`src/rtl/gray_cntr_pkg.sv`:
```
// Shared Gray-code helpers and mode constants for the Gray up/down counter.
package gray_cntr_pkg;

  localparam int unsigned MODE_WRAP = 0;
  localparam int unsigned MODE_SAT  = 1;
  localparam int unsigned MAX_W     = 32;

  function automatic logic [MAX_W-1:0] bin2gray(input logic [MAX_W-1:0] b);
    return b ^ (b >> 1);
  endfunction

  // Each binary bit is the Gray bit XOR the next-higher binary bit.
  function automatic logic [MAX_W-1:0] gray2bin(input logic [MAX_W-1:0] g);
    logic [MAX_W-1:0] b;
    b[MAX_W-1] = g[MAX_W-1];
    for (int i = MAX_W - 2; i >= 0; i--) begin
      b[i] = g[i] ^ b[i+1];
    end
    return b;
  endfunction

endpackage

```
`src/rtl/gray_cntr_ch.sv`:
```
// One counter channel: Gray-coded count register, event pulse and sticky flag.
module gray_cntr_ch
  import gray_cntr_pkg::*;
#(
  parameter int unsigned WIDTH    = 8,
  parameter int unsigned SAT_MODE = MODE_WRAP
) (
  input  logic             clk_i,
  input  logic             arst_ni,
  input  logic             incr_i,
  input  logic             decr_i,
  input  logic             clr_i,
  input  logic             evt_clr_i,
  output logic [WIDTH-1:0] gray_o,
  output logic [WIDTH-1:0] bin_o,
  output logic             evt_o,
  output logic             evt_sticky_o
);

  localparam logic [WIDTH-1:0] CNT_MAX = '1;

  logic [WIDTH-1:0] bin_nxt;
  logic [WIDTH-1:0] gray_d;
  logic             evt_d;
  logic             sticky_d;

  assign bin_o = WIDTH'(gray2bin(MAX_W'(gray_o)));

  // Next count from the decoded current count; only the Gray value is stored.
  always_comb begin
    bin_nxt = bin_o;
    evt_d   = 1'b0;
    if (clr_i) begin
      bin_nxt = '0;
    end else if (incr_i && !decr_i) begin
      if (bin_o == CNT_MAX) begin
        evt_d = 1'b1;
        if (SAT_MODE == MODE_WRAP) bin_nxt = '0;
      end else begin
        bin_nxt = bin_o + WIDTH'(1);
      end
    end else if (decr_i && !incr_i) begin
      if (bin_o == '0) begin
        evt_d = 1'b1;
        if (SAT_MODE == MODE_WRAP) bin_nxt = CNT_MAX;
      end else begin
        bin_nxt = bin_o - WIDTH'(1);
      end
    end
    gray_d   = WIDTH'(bin2gray(MAX_W'(bin_nxt)));
    sticky_d = evt_d | (evt_sticky_o & ~evt_clr_i);
  end

  always_ff @(posedge clk_i or negedge arst_ni) begin
    if (!arst_ni) begin
      gray_o       <= '0;
      evt_o        <= 1'b0;
      evt_sticky_o <= 1'b0;
    end else begin
      gray_o       <= gray_d;
      evt_o        <= evt_d;
      evt_sticky_o <= sticky_d;
    end
  end

endmodule

```
`src/rtl/gray_updn_cntr.sv`:
```
// Array of independent Gray-coded up/down counters sharing one clock and reset.
module gray_updn_cntr
  import gray_cntr_pkg::*;
#(
  parameter int unsigned WIDTH    = 8,
  parameter int unsigned N_CH     = 4,
  parameter int unsigned SAT_MODE = MODE_WRAP
) (
  input  logic                  clk_i,
  input  logic                  arst_ni,
  input  logic [N_CH-1:0]       incr_i,
  input  logic [N_CH-1:0]       decr_i,
  input  logic [N_CH-1:0]       clr_i,
  input  logic [N_CH-1:0]       evt_clr_i,
  output logic [N_CH*WIDTH-1:0] gray_o,
  output logic [N_CH*WIDTH-1:0] bin_o,
  output logic [N_CH-1:0]       evt_o,
  output logic [N_CH-1:0]       evt_sticky_o
);

  for (genvar ch = 0; ch < N_CH; ch++) begin : g_ch
    gray_cntr_ch #(
      .WIDTH   (WIDTH),
      .SAT_MODE(SAT_MODE)
    ) u_ch (
      .clk_i       (clk_i),
      .arst_ni     (arst_ni),
      .incr_i      (incr_i[ch]),
      .decr_i      (decr_i[ch]),
      .clr_i       (clr_i[ch]),
      .evt_clr_i   (evt_clr_i[ch]),
      .gray_o      (gray_o[ch*WIDTH +: WIDTH]),
      .bin_o       (bin_o[ch*WIDTH +: WIDTH]),
      .evt_o       (evt_o[ch]),
      .evt_sticky_o(evt_sticky_o[ch])
    );
  end

endmodule
```
`config.mk`:
```
export PLATFORM = sky130hd
export DESIGN_NAME = gray_updn_cntr
export DESIGN_NICKNAME = d
export VERILOG_FILES = /design/src/rtl/gray_cntr_pkg.sv /design/src/rtl/gray_cntr_ch.sv /design/src/rtl/gray_updn_cntr.sv
export SDC_FILE = /design/constraint.sdc
export NUM_CORES = 1
export LEC_CHECK = 0
export BUFFER_PORTS_ARGS = -buffer_cell sky130_fd_sc_hd__buf_2
export CAP_MARGIN = 30
export CORE_ASPECT_RATIO = 1.5
export CORE_UTILIZATION = 45
export CTS_CLUSTER_SIZE = 20
export DETAILED_ROUTE_END_ITERATION = 16
export GPL_ROUTABILITY_DRIVEN = 1
export GPL_TIMING_DRIVEN = 0
export PLACE_DENSITY_LB_ADDON = 0.25
export REMOVE_ABC_BUFFERS = 1
export SYNTH_ARGS = -nofsm -noshare
export SYNTH_HDL_FRONTEND = slang
export SYNTH_SLANG_ARGS = --single-unit
export TNS_END_PERCENT = 5
```
`constraint.sdc`:
```
create_clock -name clk_i -period 8.7 [get_ports clk_i]
set_input_delay 0.435 -clock clk_i [delete_from_list [all_inputs] [get_ports clk_i]]
set_output_delay 0.435 -clock clk_i [all_outputs]
set_load 0.02 [all_outputs]
```
## Word-level counts from Yosys, hierarchy flattened

Cells that the tools add are included.

- Bitwise operators: 44
- Mux-type cells: 40
- Add/sub/neg operators: 8
- Eq/ne operators: 4
- Reductions and logical operators: 20

Operators with widths:

| kind | number |
|---|---|
| two-way mux 8 bit | 20 |
| adder 8 x 1 -> 8 bit, second input constant | 4 |
| == test 8 bit, second input constant | 4 |
| zero test 8 bit | 4 |
| subtractor 8 x 1 -> 8 bit, second input constant | 4 |
| XOR 8 x 7 -> 8 bit | 4 |
| XOR 1 bit | 28 |
| two-way mux 1 bit | 20 |
| logical AND 1 bit | 8 |
| zero test 1 bit | 8 |
| bitwise AND 1 bit | 4 |
| NOT 1 bit | 4 |
| OR 1 bit | 4 |

- Output and inout port bits: 72
- Bits in registers: 40
- Logic and storage cells: 128

## Depth between registers and ports, before layout

Gate-level depths: netlist of the first run.

- Depth after elaboration: 13
- Mapped depth: 19
- Mapped depth without buffers: 18

## Modules after synthesis

Synthesis of the first run repeated with hierarchy kept, for this count alone.

- Cell total of the unflattened synthesis: 456
- Area, all modules: 4070.2 sq um

Modules (own cells, without submodules):

| module | area each (sq um) | cells each | seq. area each (sq um) | instances |
|---|---|---|---|---|
| gray_cntr_ch at g_ch[0].u_ch ... | 1013.5 | 114 | 250.2 | 3 |
| gray_cntr_ch at g_ch[3].u_ch | 1029.7 | 114 | 250.2 | 1 |

## Worst setup path after synthesis of the first run

Ideal clock, no wire load.

- Path kind: reg2reg
- Start: register g_ch[3].u_ch.gray_o[7]
- End: register g_ch[3].u_ch.gray_o[6]
- Arrival: 4.853 ns
- Setup time: 0.125 ns
- Path slack: 3.723 ns
- Cell stages (with the launch flop): 20
- Period minus slack after synthesis: 4.977 ns
- Path through: dfrtp_1 > inv_1 > ha_1 > ha_1 > inv_1 > ha_1 > inv_1 > ha_1 > inv_1 > ha_1 > inv_1 > ha_1 > inv_1 > ha_1 > buf_2 > and4b_1 > o21bai_1 > a221oi_2 > a211oi_1 > mux2_2

- Cells in the longest elaborated chain, start to end: 13
- Elaborated cells on any way between the ends: 17
- Classes of those cells: 2 x add/sub; 1 x eq/ne; 5 x mux; 8 x bitwise; 1 x reduce/logical

RTL lines:

| what | RTL line | text |
|---|---|---|
| from (decl) | gray_cntr_ch.sv:14 | `output logic [WIDTH-1:0] gray_o,` |
| from (signal assigned) | gray_cntr_ch.sv:60 | `gray_o <= gray_d;` |
| XOR 1 bit (*) | gray_cntr_pkg.sv:17 | `b[i] = g[i] ^ b[i+1];` |
| via bin_o[30] | gray_updn_cntr.sv:16 | `output logic [N_CH*WIDTH-1:0] bin_o,` |
| XOR 1 bit (*) | gray_cntr_pkg.sv:17 |  |
| via bin_o[29] | gray_updn_cntr.sv:16 |  |
| XOR 1 bit (*) | gray_cntr_pkg.sv:17 |  |
| via bin_o[28] | gray_updn_cntr.sv:16 |  |
| XOR 1 bit (*) | gray_cntr_pkg.sv:17 |  |
| via bin_o[27] | gray_updn_cntr.sv:16 |  |
| (+1 left out) | n/a |  |
| via bin_o[26] | gray_updn_cntr.sv:16 |  |
| (+1 left out) | n/a |  |
| via bin_o[25] | gray_updn_cntr.sv:16 |  |
| (+1 left out) | n/a |  |
| subtractor 8 x 1 -> 8 bit or zero test 8 bit (tied branches) | gray_cntr_ch.sv:47, gray_cntr_ch.sv:43 |  |
| two-way mux 8 bit | gray_cntr_ch.sv:43 | `if (bin_o == '0) begin` |
| two-way mux 8 bit | gray_cntr_ch.sv:42 | `end else if (decr_i && !incr_i) begin` |
| two-way mux 8 bit (*) | gray_cntr_ch.sv:35 | `end else if (incr_i && !decr_i) begin` |
| two-way mux 8 bit (*) | gray_cntr_ch.sv:33 | `if (clr_i) begin` |
| via g_ch[3].u_ch.bin_nxt[7] | gray_cntr_ch.sv:22 | `logic [WIDTH-1:0] bin_nxt;` |
| XOR 8 x 7 -> 8 bit (*) | gray_cntr_pkg.sv:9 | `return b ^ (b >> 1);` |
| via g_ch[3].u_ch.gray_d[6] | gray_cntr_ch.sv:23 | `logic [WIDTH-1:0] gray_d;` |

Mark *: on every way through the listed nets, which the timed path passes. The rest lies on a longest branch.

## Worst setup path in the final report of the first run

- Start: register g_ch[2].u_ch.gray_o[7]
- End: register g_ch[2].u_ch.gray_o[6]

- Cells in the longest elaborated chain, start to end: 13
- Elaborated cells on any way between the ends: 17
- Classes of those cells: 2 x add/sub; 1 x eq/ne; 5 x mux; 8 x bitwise; 1 x reduce/logical

RTL lines:

| what | RTL line |
|---|---|
| from (decl) | gray_cntr_ch.sv:14 |
| from (signal assigned) | gray_cntr_ch.sv:60 |
| XOR 1 bit (7 in series) | gray_cntr_pkg.sv:17 |
| subtractor 8 x 1 -> 8 bit or zero test 8 bit (tied branches) | gray_cntr_ch.sv:47, gray_cntr_ch.sv:43 |
| two-way mux 8 bit | gray_cntr_ch.sv:43 |
| two-way mux 8 bit | gray_cntr_ch.sv:42 |
| two-way mux 8 bit (*) | gray_cntr_ch.sv:35 |
| two-way mux 8 bit (*) | gray_cntr_ch.sv:33 |
| via g_ch[2].u_ch.bin_nxt[7] | gray_cntr_ch.sv:22 |
| XOR 8 x 7 -> 8 bit (*) | gray_cntr_pkg.sv:9 |
| via g_ch[2].u_ch.gray_d[6] | gray_cntr_ch.sv:23 |

Marked as above.

==> results of run 1 <==
kinds of logic after synthesis:
group / synth area share [%]
simple gates: 19.2
xor+xnor: 9.89
fa+ha+maj: 17.4
compound gates: 15.9
mux: 3.58
flops: 24.0
buf+inv: 10.0
final cells by class:
class | instances | area [sq um]
sequential | 40 | 1000
fill | 848 | 4130
clock inverter | 2 | 10.0
clock buffer | 6 | 139
timing repair buffer | 90 | 465
tap | 110 | 138
multi-input combinational | 344 | 2750
inverter | 68 | 255
layout by cell type, fill, tap and decap left out, types with 5 or more instances in the layout:
| master | Yosys | routed |
|---|---|---|
| dfrtp_1 | 40 | 40 |
| nor2_1 | 33 | 33 |
| a221oi_2 | 5 | 5 |
| mux2i_1 | 10 | 10 |
| nand3_1 | 12 | 12 |
| and4b_1 | 6 | 6 |
| a211o_1 | 5 | 5 |
| xnor2_1 | 42 | 42 |
| a21oi_1 | 15 | 15 |
| inv_1 | 67 | 67 |
| and3_1 | 6 | 6 |
| o21ai_0 | 10 | 10 |
| nand4_1 | 9 | 9 |
| buf_2 | 6 | 89 |
| nand2_1 | 20 | 20 |
| a211oi_1 | 9 | 9 |
| xor2_1 | 5 | 5 |
| clkbuf_16 | 0 | 5 |
| nor2b_1 | 16 | 16 |
| a31oi_1 | 7 | 7 |
| nor3_1 | 8 | 8 |
| ha_1 | 58 | 58 |
worst min-delay path by stage:
stage	slack, ps	to	depth (start not counted)
4_1_cts	80	g_ch[3].u_ch.gray_o[7]	1
3_3_place_gp	460	g_ch[0].u_ch.evt_sticky_o	1
3_5_place_dp	380	g_ch[3].u_ch.gray_o[7]	1
6_report	70	g_ch[3].u_ch.gray_o[7]	1
5_1_grt	80	g_ch[3].u_ch.gray_o[6]	1
2_1_floorplan	140	g_ch[0].u_ch.evt_o	0
synth_stat cells, drive strengths merged, types with 3 or more instances:
library cell	count	area, sq um
xnor2	42	368
and3	7	48.8
a211o	5	43.8
nand3b	4	30.0
nor3	8	40.0
nand4	9	56.3
a211oi	11	92.6
nand3	12	60.1
inv	68	255
o22ai	3	18.8
o211ai	3	22.5
dfrtp	40	1000
ha	58	726
and4b	6	60.1
nor2b	16	100
mux2i	10	100
a21o	4	30.0
a221oi	5	75.1
xor2	5	43.8
a21boi	3	22.5
nor2	34	130
a21oi	15	75.1
nand2	20	75.1
and4	3	26.3
o21ai	11	55.1
a32oi	3	26.3
a31oi	7	43.8
nand4b	4	35.0
clkbuf	3	11.3
mux2	4	48.8
buf	22	150
nand2b	5	38.8
through the flow:
stage	setup slack [ps]	utilization (%)	hold slack, ps	cell area, sq um	instances
after global routing	3550	53.5	79.6	4750	660
after CTS	3910	53.5	77.2	4750	660
after floorplan	3640	-	139	4000	452
after global placement	4000	51.6	456	4590	651
final	3920	53.5	69.7	4750	660
after detailed placement	3930	51.9	383	4610	652
state kept, by name, indices dropped and copies added, names as in the netlist:
register,count
g_ch.u_ch.evt_sticky_o,4
g_ch.u_ch.evt_o,4
g_ch.u_ch.gray_o,32
critical path: stages, from the launching register on:
cell and delay, ps:
dfrtp_1 440, inv_1 70, ha_1 390, ha_1 350, inv_1 100, ha_1 340
inv_1 80, ha_1 330, inv_1 110, ha_1 350, inv_1 60, ha_1 350
inv_1 70, ha_1 400, nand4b_1 160, a21boi_1 260, mux2_1 350, o311a_1 320
xnor2_1 130
routing by layer:
metal | part of all wire [%] | vias up
li1 | - | 1783
met1 | 39 | 1712
met2 | 52 | 134
met3 | 5.2 | 30
met4 | 3.4 | 0
met5 | 0 | -
==> results.py, run 1 <==
metrics = {
    "worst_setup_path": {
        "cp_data_required_time_ps": 8870,
        "path_max_fanout": 8,
        "crit_end": "g_ch[2].u_ch.gray_o[6]",
        "cp.arrival_ps": 4950,
        "worstSetupEndpointType": "flip-flop",
        "r2r_end": "g_ch[2].u_ch.gray_o[6]",
        "startpoint": "g_ch[2].u_ch.gray_o[7]",
        "r2r_slack_ps": 3920,
        "start_kind": "flip-flop",
        "ff2ff_path_depth": 18,
        "crit_type": "flip-flop to flip-flop",
        "worstReg2RegStart": "g_ch[2].u_ch.gray_o[7]",
    },
    "job": {
        "maxCapViolations": 0,
    },
    "sta": {
        "rsz0062_at_grt": "no",
        "final-hold-violation-count": 0,
        "finalCritPeriodShare_pct": 54.9,
        "fin_skew_ps": 5.35,
        "tightest_slew_ps": 759,
        "setup_viol_count_final": 0,
        "period_minus_slack_ps": 4780,
        "tns_ps": 0,
        "timing.fmax_mhz": 209,
        "slew-limit-headroom_pct": 49.3,
        "final_max_slew_viol_count": 0,
    },
    "drt": {
        "avgRoutedWirePerCell_um": 15.7,
        "via_per_inst": 5.54,
        "via_count": 3659,
        "wl_mm": 10.3,
        "drc": 0,
        "first_iter_violations": 147,
        "first_pass_iters": 7,
        "ant_nets": 0,
    },
    "synth": {
        "avgSynthCellArea_sq_um": 8.73,
        "synth_ff_type": "dfrtp_1",
        "synth_cell_types": 64,
        "syn-cell-area_sq_um": 4160,
        "synthArstFlopShare_pct": 100,
        "syn_inst": 477,
        "ys_warn_count": 0,
        "synth_seq_cells": 40,
        "synth_edf_count": 0,
        "synth-seq-area-share_pct": 24.0,
    },
    "floorplanning": {
        "die_h_um": 120,
        "core_sq_um": 8880,
        "dieArea_sq_um": 9650,
        "die_w_um": 80.5,
        "rows": 42,
        "io_pins": 90,
        "initial_core_util_pct": 46.9,
    },
    "global_route": {
        "grt_overflow_total": 0,
        "grt_pass1_vias": 3755,
        "grt_max_degree": 28,
        "use_met3_pct": 4.41,
        "antenna_found_initial": 0,
        "busiest_layer": "met2",
        "use_met1_pct": 24.5,
        "grtUsageTotal_pct": 22.8,
        "grt_pass1_wl_mm": 17.2,
        "grt_util_met2_pct": 41.4,
    },
    "clock_tree": {
        "cts_buffer_depth": 2,
        "clk-insertion-delay-late_ps": 280,
        "ctsHoldBuffers": 0,
        "cts_root_buffer": "clkbuf_16",
        "cts.htree.levels": 2,
        "cts_made_buffers": 5,
        "cts_tree": "done",
        "clkTransAtPathRegs_ps": 60,
        "cts.sinks": 40,
        "cts_setup_buffers": 0,
        "cts_resized": 0,
    },
    "place": {
        "hpwlAfterDp_mm": 8.22,
        "io_buffers": 89,
        "gp_congestion": 0.917,
    },
    "final_layout": {
        "final_nets": 625,
        "layout-area-overhead-vs-synth_pct": 14.2,
        "antennaDiodeCount": 0,
        "drive_above_1_share_pct": 21.3,
    },
    "status": {
        "status": "completed",
    },
    "worst_hold_path": {
        "hold_class": "input port to async pin",
    },
}
Power of run 1 is not shown: default switching activity piles up to over one toggle a cycle in this logic, so the estimate is an artifact.
==> inputs of run 2 (changes only) <==
--- a/config.mk
+++ b/config.mk
@@ -5,6 +5,7 @@
 export SDC_FILE = /design/constraint.sdc
 export NUM_CORES = 1
 export LEC_CHECK = 0
+export ABC_AREA = 1
 export BUFFER_PORTS_ARGS = -buffer_cell sky130_fd_sc_hd__buf_2
 export CAP_MARGIN = 30
 export CORE_ASPECT_RATIO = 1.5
==> constraint.sdc (replaced) <==
create_clock -name clk_i -period 4.75 [get_ports clk_i]
set_input_delay 0.2375 -clock clk_i [delete_from_list [all_inputs] [get_ports clk_i]]
set_output_delay 0.2375 -clock clk_i [all_outputs]
set_load 0.02 [all_outputs]
==> run 2 against run 1 <==
Effect of this change: area after synthesis grew 6.0%; highest routed layer unchanged; critical path depth grew 3; global-route usage shrank 1.6 points; largest cell class unchanged.
==> results.py, run 2 <==
metrics = {
    "status": {
        "status": "completed",
    },
    "global_route": {
        "grt_overflow_total": 0,
        "grt_util_met2_pct": 40.9,
        "grt_max_degree": 34,
        "grt_pass1_wl_mm": 17.7,
        "use_met1_pct": 23.5,
        "grt_pass1_vias": 4132,
        "grtUsageTotal_pct": 21.2,
        "busiest_layer": "met2",
        "antenna_found_initial": 0,
        "use_met3_pct": 3.27,
    },
    "final_layout": {
        "fillers": 984,
        "final_nets": 845,
        "antennaDiodeCount": 0,
        "top_register": "g_ch.u_ch.gray_o",
        "drive_above_1_share_pct": 20.4,
        "layout-area-overhead-vs-synth_pct": 16.1,
        "largestRegisters": "g_ch.u_ch.gray_o: 32 flops, g_ch.u_ch.evt_o: 4 flops, g_ch.u_ch.evt_sticky_o: 4 flops",
        "layout_common_cells": "nand2_1, inv_1, buf_2",
        "layout_commonest_cell": "nand2_1",
        "instances_no_fill": 882,
        "largest_reg_flops": 32,
    },
    "synth": {
        "ys_warn_count": 0,
        "synth_cell_types": 30,
        "syn_inst": 684,
        "synth_area_leaders": "dfrtp_1, nand2_1, ha_1, inv_1, nand3_1",
        "synth_edf_count": 0,
        "synth-seq-area-share_pct": 22.7,
        "synth_ff_type": "dfrtp_1",
        "syn-cell-area_sq_um": 4410,
        "synth_top_area_cell": "dfrtp_1",
        "synth_most_common_cell": "nand2_1",
        "avgSynthCellArea_sq_um": 6.45,
        "synth_seq_cells": 40,
        "synthArstFlopShare_pct": 100,
        "synth_common_cells": "nand2_1, inv_1, nand3_1",
        "synth_top_cell_area_share_pct": 22.7,
    },
    "floorplanning": {
        "dieArea_sq_um": 10200,
        "die_h_um": 123,
        "core_sq_um": 9360,
        "rows": 43,
        "initial_core_util_pct": 47.2,
        "die_w_um": 82.9,
        "io_pins": 90,
    },
    "worst_setup_path": {
        "start_kind": "flip-flop",
        "cp.arrival_ps": 4570,
        "crit_type": "flip-flop to flip-flop",
        "worstSetupEndpointType": "flip-flop",
        "startpoint": "g_ch[0].u_ch.gray_o[7]",
        "r2r_end": "g_ch[0].u_ch.gray_o[2]",
        "cp_data_required_time_ps": 4920,
        "r2r_slack_ps": 350,
        "worstReg2RegStart": "g_ch[0].u_ch.gray_o[7]",
        "crit_end": "g_ch[0].u_ch.gray_o[2]",
        "path_max_fanout": 6,
        "ff2ff_path_depth": 21,
    },
    "clock_tree": {
        "clkTransAtPathRegs_ps": 60,
        "cts_tree": "done",
        "clk-insertion-delay-late_ps": 280,
        "cts_made_buffers": 5,
        "cts_buffer_depth": 2,
        "cts_root_buffer": "clkbuf_16",
        "cts.htree.levels": 2,
        "cts_setup_buffers": 0,
        "cts.sinks": 40,
    },
    "sta": {
        "setup_viol_count_final": 0,
        "final-hold-violation-count": 0,
        "timing.fmax_mhz": 227,
        "finalCritPeriodShare_pct": 92.6,
        "period_minus_slack_ps": 4400,
        "slew-limit-headroom_pct": 78.2,
        "tightest_slew_ps": 326,
        "final_max_slew_viol_count": 0,
        "setup_ws_ps": 351,
        "rsz0062_at_grt": "no",
        "fin_skew_ps": 3.84,
    },
    "worst_hold_path": {
        "hold_start": "evt_clr_i[0]",
        "hold_class": "input port to flip-flop",
    },
    "job": {
        "maxCapViolations": 0,
    },
    "place": {
        "hpwlAfterDp_mm": 8.88,
        "dp.cells": 873,
        "place_worst_setup_slack_ps": 305,
        "gp_congestion": 0.947,
        "io_buffers": 89,
    },
    "drt": {
        "drc": 0,
        "avgRoutedWirePerCell_um": 12.2,
        "via_per_inst": 5.00,
        "ant_nets": 0,
        "first_pass_iters": 6,
        "via_count": 4411,
        "first_iter_violations": 158,
        "wl_mm": 10.7,
    },
}
[run 2: cell types whose count changed after synthesis, sizes merged, moves of 10 or more]
cell | before | now
xnor2 | 42 | 0
a211oi | 11 | 0
mux2i | 10 | 0
o21ai | 11 | 25
inv | 68 | 133
nor2b | 16 | 0
nand2 | 20 | 222
nand3 | 12 | 83
nor2 | 34 | 62
[run 2: area by class of cell]
cell class / count / area (sq um) / share of cell area, %
clock buffers: 7 / 153 / 2.98
clock inverters: 1 / 30.0 / 0.586
inverters: 133 / 502 / 9.79
multi-input cells: 498 / 2820 / 55.1
flip-flops and latches: 40 / 1000 / 19.5
well taps: 112 / 140 / 2.73
repair buffers: 91 / 475 / 9.28
[run 2: worst min path at each step]
stage	endpoint	slack, ps	cells past startpoint
after floorplan	g_ch[0].u_ch.evt_o	-60	0
after detailed placement	g_ch[1].u_ch.gray_o[0]	120	1
after CTS	g_ch[0].u_ch.evt_sticky_o	120	2
after global placement	g_ch[2].u_ch.evt_sticky_o	420	2
final	g_ch[0].u_ch.evt_sticky_o	130	2
after global routing	g_ch[2].u_ch.evt_sticky_o	130	2
[run 2: repair_timing]
action,4_1_cts,5_1_grt
gates resized for setup,0,3
endpoints found under the hold margin,7,0
hold buffers,1,0
setup endpoints to repair,0,10
[run 2: cell families (layout without fill, tap and decap cells)]
group                      count (synthesis)  in the layout  share of synthesized area (%)
AOI/OAI and AO/OA                         47             47                           6.26
xor gates and xnor gates                   7              7                           1.39
adders and majority gates                 58             58                           16.4
buffers and inverters                    146            232                           13.5
DFF                                       40             40                           22.7
and+or+nand+nor                          386            386                           39.7
[run 2: per-layer routing]
layer | share of wire [%] | vias to the layer above | routed length (um)
li1 | - | 2301 | -
met1 | 41 | 1984 | 4430
met2 | 53 | 111 | 5690
met3 | 4.1 | 15 | 436
met4 | 1.5 | 0 | 161
met5 | 0 | - | 0
[run 2: critical path, cell delays in order (launching register included)]
cell and delay (ps):
dfrtp_1 430, inv_1 110, ha_1 370, ha_1 370, inv_1 100, ha_1 380
inv_1 100, ha_1 340, inv_1 100, ha_1 330, inv_1 50, ha_1 310
inv_1 80, ha_1 330, nor2_1 300, nand2_1 100, nand3_1 110, nand2_1 50
inv_1 90, nand2_1 80, nand3_1 80, nand2_1 60
[run 2: through the flow]
stage	TNS (ps)	utilization [%]	area [sq um]	hold slack, ps
final	0	54.7	5120	127
after floorplan	-511	-	4320	-58.1
after CTS	0	54.7	5120	123
after detailed placement	0	52.6	4920	121
after global routing	0	54.7	5120	134
after global placement	0	52.4	4900	424
Power of run 2 is left out for the same reason.
==> inputs of run 3 (changes only) <==
--- a/config.mk
+++ b/config.mk
@@ -8,7 +8,7 @@
 export ABC_AREA = 1
 export BUFFER_PORTS_ARGS = -buffer_cell sky130_fd_sc_hd__buf_2
 export CAP_MARGIN = 30
-export CORE_ASPECT_RATIO = 1.5
+export CORE_ASPECT_RATIO = 0.8
 export CORE_UTILIZATION = 45
 export CTS_CLUSTER_SIZE = 20
 export DETAILED_ROUTE_END_ITERATION = 16
==> run 3 against run 2 <==
Effect of this change: final cell count grew 0.34%; clock skew rose by 1.2 ps; critical path type unchanged; first-iteration DRC count is 61% higher; design area fell by 0.51%.
==> results.py, run 3 (same netlist as run 2, synthesis figures left out) <==
metrics = {
    "sta": {
        "final-hold-violation-count": 0,
        "rsz0062_at_grt": "no",
        "finalCritPeriodShare_pct": 92.8,
        "setup_viol_count_final": 0,
        "timing.fmax_mhz": 227,
        "tightest_slew_ps": 305,
        "setup_ws_ps": 343,
        "final_max_slew_viol_count": 0,
        "slew-limit-headroom_pct": 79.6,
        "period_minus_slack_ps": 4410,
        "fin_skew_ps": 5.05,
    },
    "worst_setup_path": {
        "cp_data_required_time_ps": 4920,
        "crit_type": "flip-flop to flip-flop",
        "start_kind": "flip-flop",
        "cp.arrival_ps": 4580,
        "worstSetupEndpointType": "flip-flop",
        "path_max_fanout": 6,
    },
    "drt": {
        "via_per_inst": 5.02,
        "wl_mm": 10.9,
        "wl_met3_um": 567,
        "top_layer_used": "met4",
        "ant_nets": 0,
        "via_count": 4440,
        "route.met2.wl_mm": 4.76,
        "first_iter_violations": 254,
        "avgRoutedWirePerCell_um": 12.3,
        "wl_met1_mm": 5.44,
        "first_pass_iters": 4,
        "drc": 0,
    },
    "floorplanning": {
        "die_w_um": 113,
        "die_h_um": 90.6,
        "dieArea_sq_um": 10200,
        "rows": 31,
        "io_pins": 90,
        "initial_core_util_pct": 47.6,
        "core_sq_um": 9270,
    },
    "global_route": {
        "grt_max_degree": 41,
        "grt_overflow_total": 0,
        "grt_pass1_wl_mm": 18.1,
        "grtUsageTotal_pct": 21.6,
        "grt_pass1_vias": 3972,
        "antenna_found_initial": 0,
    },
    "status": {
        "status": "completed",
    },
    "job": {
        "maxCapViolations": 0,
    },
    "final_layout": {
        "final_nets": 845,
        "multi_input_area_sq_um": 2830,
        "layout_common_cells": "nand2_1, inv_1, buf_2",
        "largest_reg_flops": 32,
        "top_register": "g_ch.u_ch.gray_o",
        "layout-area-overhead-vs-synth_pct": 15.5,
        "drive_above_1_share_pct": 20.5,
        "largestRegisters": "g_ch.u_ch.gray_o: 32 flops, g_ch.u_ch.evt_o: 4 flops, g_ch.u_ch.evt_sticky_o: 4 flops",
        "layout_commonest_cell": "nand2_1",
        "antennaDiodeCount": 0,
        "seq_area_sq_um": 1000,
        "fillers": 934,
    },
    "clock_tree": {
        "clkTransAtPathRegs_ps": 60,
        "cts.htree.levels": 2,
        "clk-insertion-delay-late_ps": 280,
        "cts_buffer_depth": 2,
        "cts_made_buffers": 5,
        "cts.sinks": 40,
        "cts_root_buffer": "clkbuf_16",
        "cts_tree": "done",
    },
    "place": {
        "hpwlAfterDp_mm": 8.92,
        "place_worst_setup_slack_ps": 311,
        "io_buffers": 89,
        "gp_congestion": 0.896,
    },
    "worst_hold_path": {
        "hold_class": "input port to flip-flop",
    },
}
[run 3: cell types whose count changed in the layout (fill, tap and decap cells not counted)]
cell       change
ha_2           +1
clkbuf_8       -1
nor2_2         +1
bufinv_16      -1
dfrtp_2        +1
ha_1           -1
clkbuf_1       +2
nor2_1         -1
dfrtp_1        -1
[run 3: repair_timing]
item,CTS,global route
hold buffers,0,1
resized for setup,0,6
hold endpoints to repair,0,3
setup buffers,0,0
endpoints found under the setup margin,0,14
[run 3: critical path, stage by stage (launching register included)]
cell,delay [ps]
dfrtp_1,440
inv_1,100
ha_1,360
ha_1,380
inv_1,110
ha_1,380
inv_1,70
ha_1,360
inv_1,110
ha_1,310
inv_1,60
ha_1,330
inv_1,90
ha_1,370
nor2_2,270
nand3_1,110
nand3_1,100
nand2_1,50
inv_1,80
nand2_1,90
nand2_1,80
nand2_1,40
[run 3: area by class of cell]
cell class,count,share of cell area (%)
clock buffers,8,2.87
inverters,133,9.84
multi-input cells,498,55.5
flip-flops and latches,40,19.7
well taps,115,2.82
repair buffers,91,9.33
[run 3: worst paths after layout]
kind                                                 from                         to  slack [ps]  cells after the start
worst max-delay path               g_ch[2].u_ch.gray_o[7]     g_ch[2].u_ch.gray_o[4]         340                     21
worst min-delay path                         evt_clr_i[3]  g_ch[3].u_ch.evt_sticky_o         140                      2
worst max register to register     g_ch[2].u_ch.gray_o[7]     g_ch[2].u_ch.gray_o[4]         340                     21
worst min register to register  g_ch[3].u_ch.evt_sticky_o  g_ch[3].u_ch.evt_sticky_o         540                      2
max in group asynchronous                         arst_ni     g_ch[3].u_ch.gray_o[7]        4010                      3
min in group asynchronous                         arst_ni     g_ch[2].u_ch.gray_o[7]         300                      2
[run 3: layer usage]
metal | up-vias | track usage (%)
li1 | 2304 | -
met5 | - | 0
met2 | 111 | 34.4
met4 | 0 | 4.78
met1 | 2014 | 31.0
met3 | 11 | 2.89
[run 3: metrics by stage]
| stage | TNS (ps) | area, sq um | instances | utilization (%) | hold slack, ps |
|---|---|---|---|---|---|
| 6_report | 0 | 5100 | 885 | 55.0 | 137 |
| 5_1_grt | 0 | 5100 | 885 | 55.0 | 130 |
| 4_1_cts | 0 | 5050 | 883 | 54.5 | 131 |
| 3_5_place_dp | 0 | 4910 | 875 | 52.9 | 429 |
| 3_3_place_gp | 0 | 4910 | 875 | 52.9 | 423 |
| 2_1_floorplan | -511 | 4320 | 671 | - | -58.1 |
Power of run 3 is left out for the same reason.
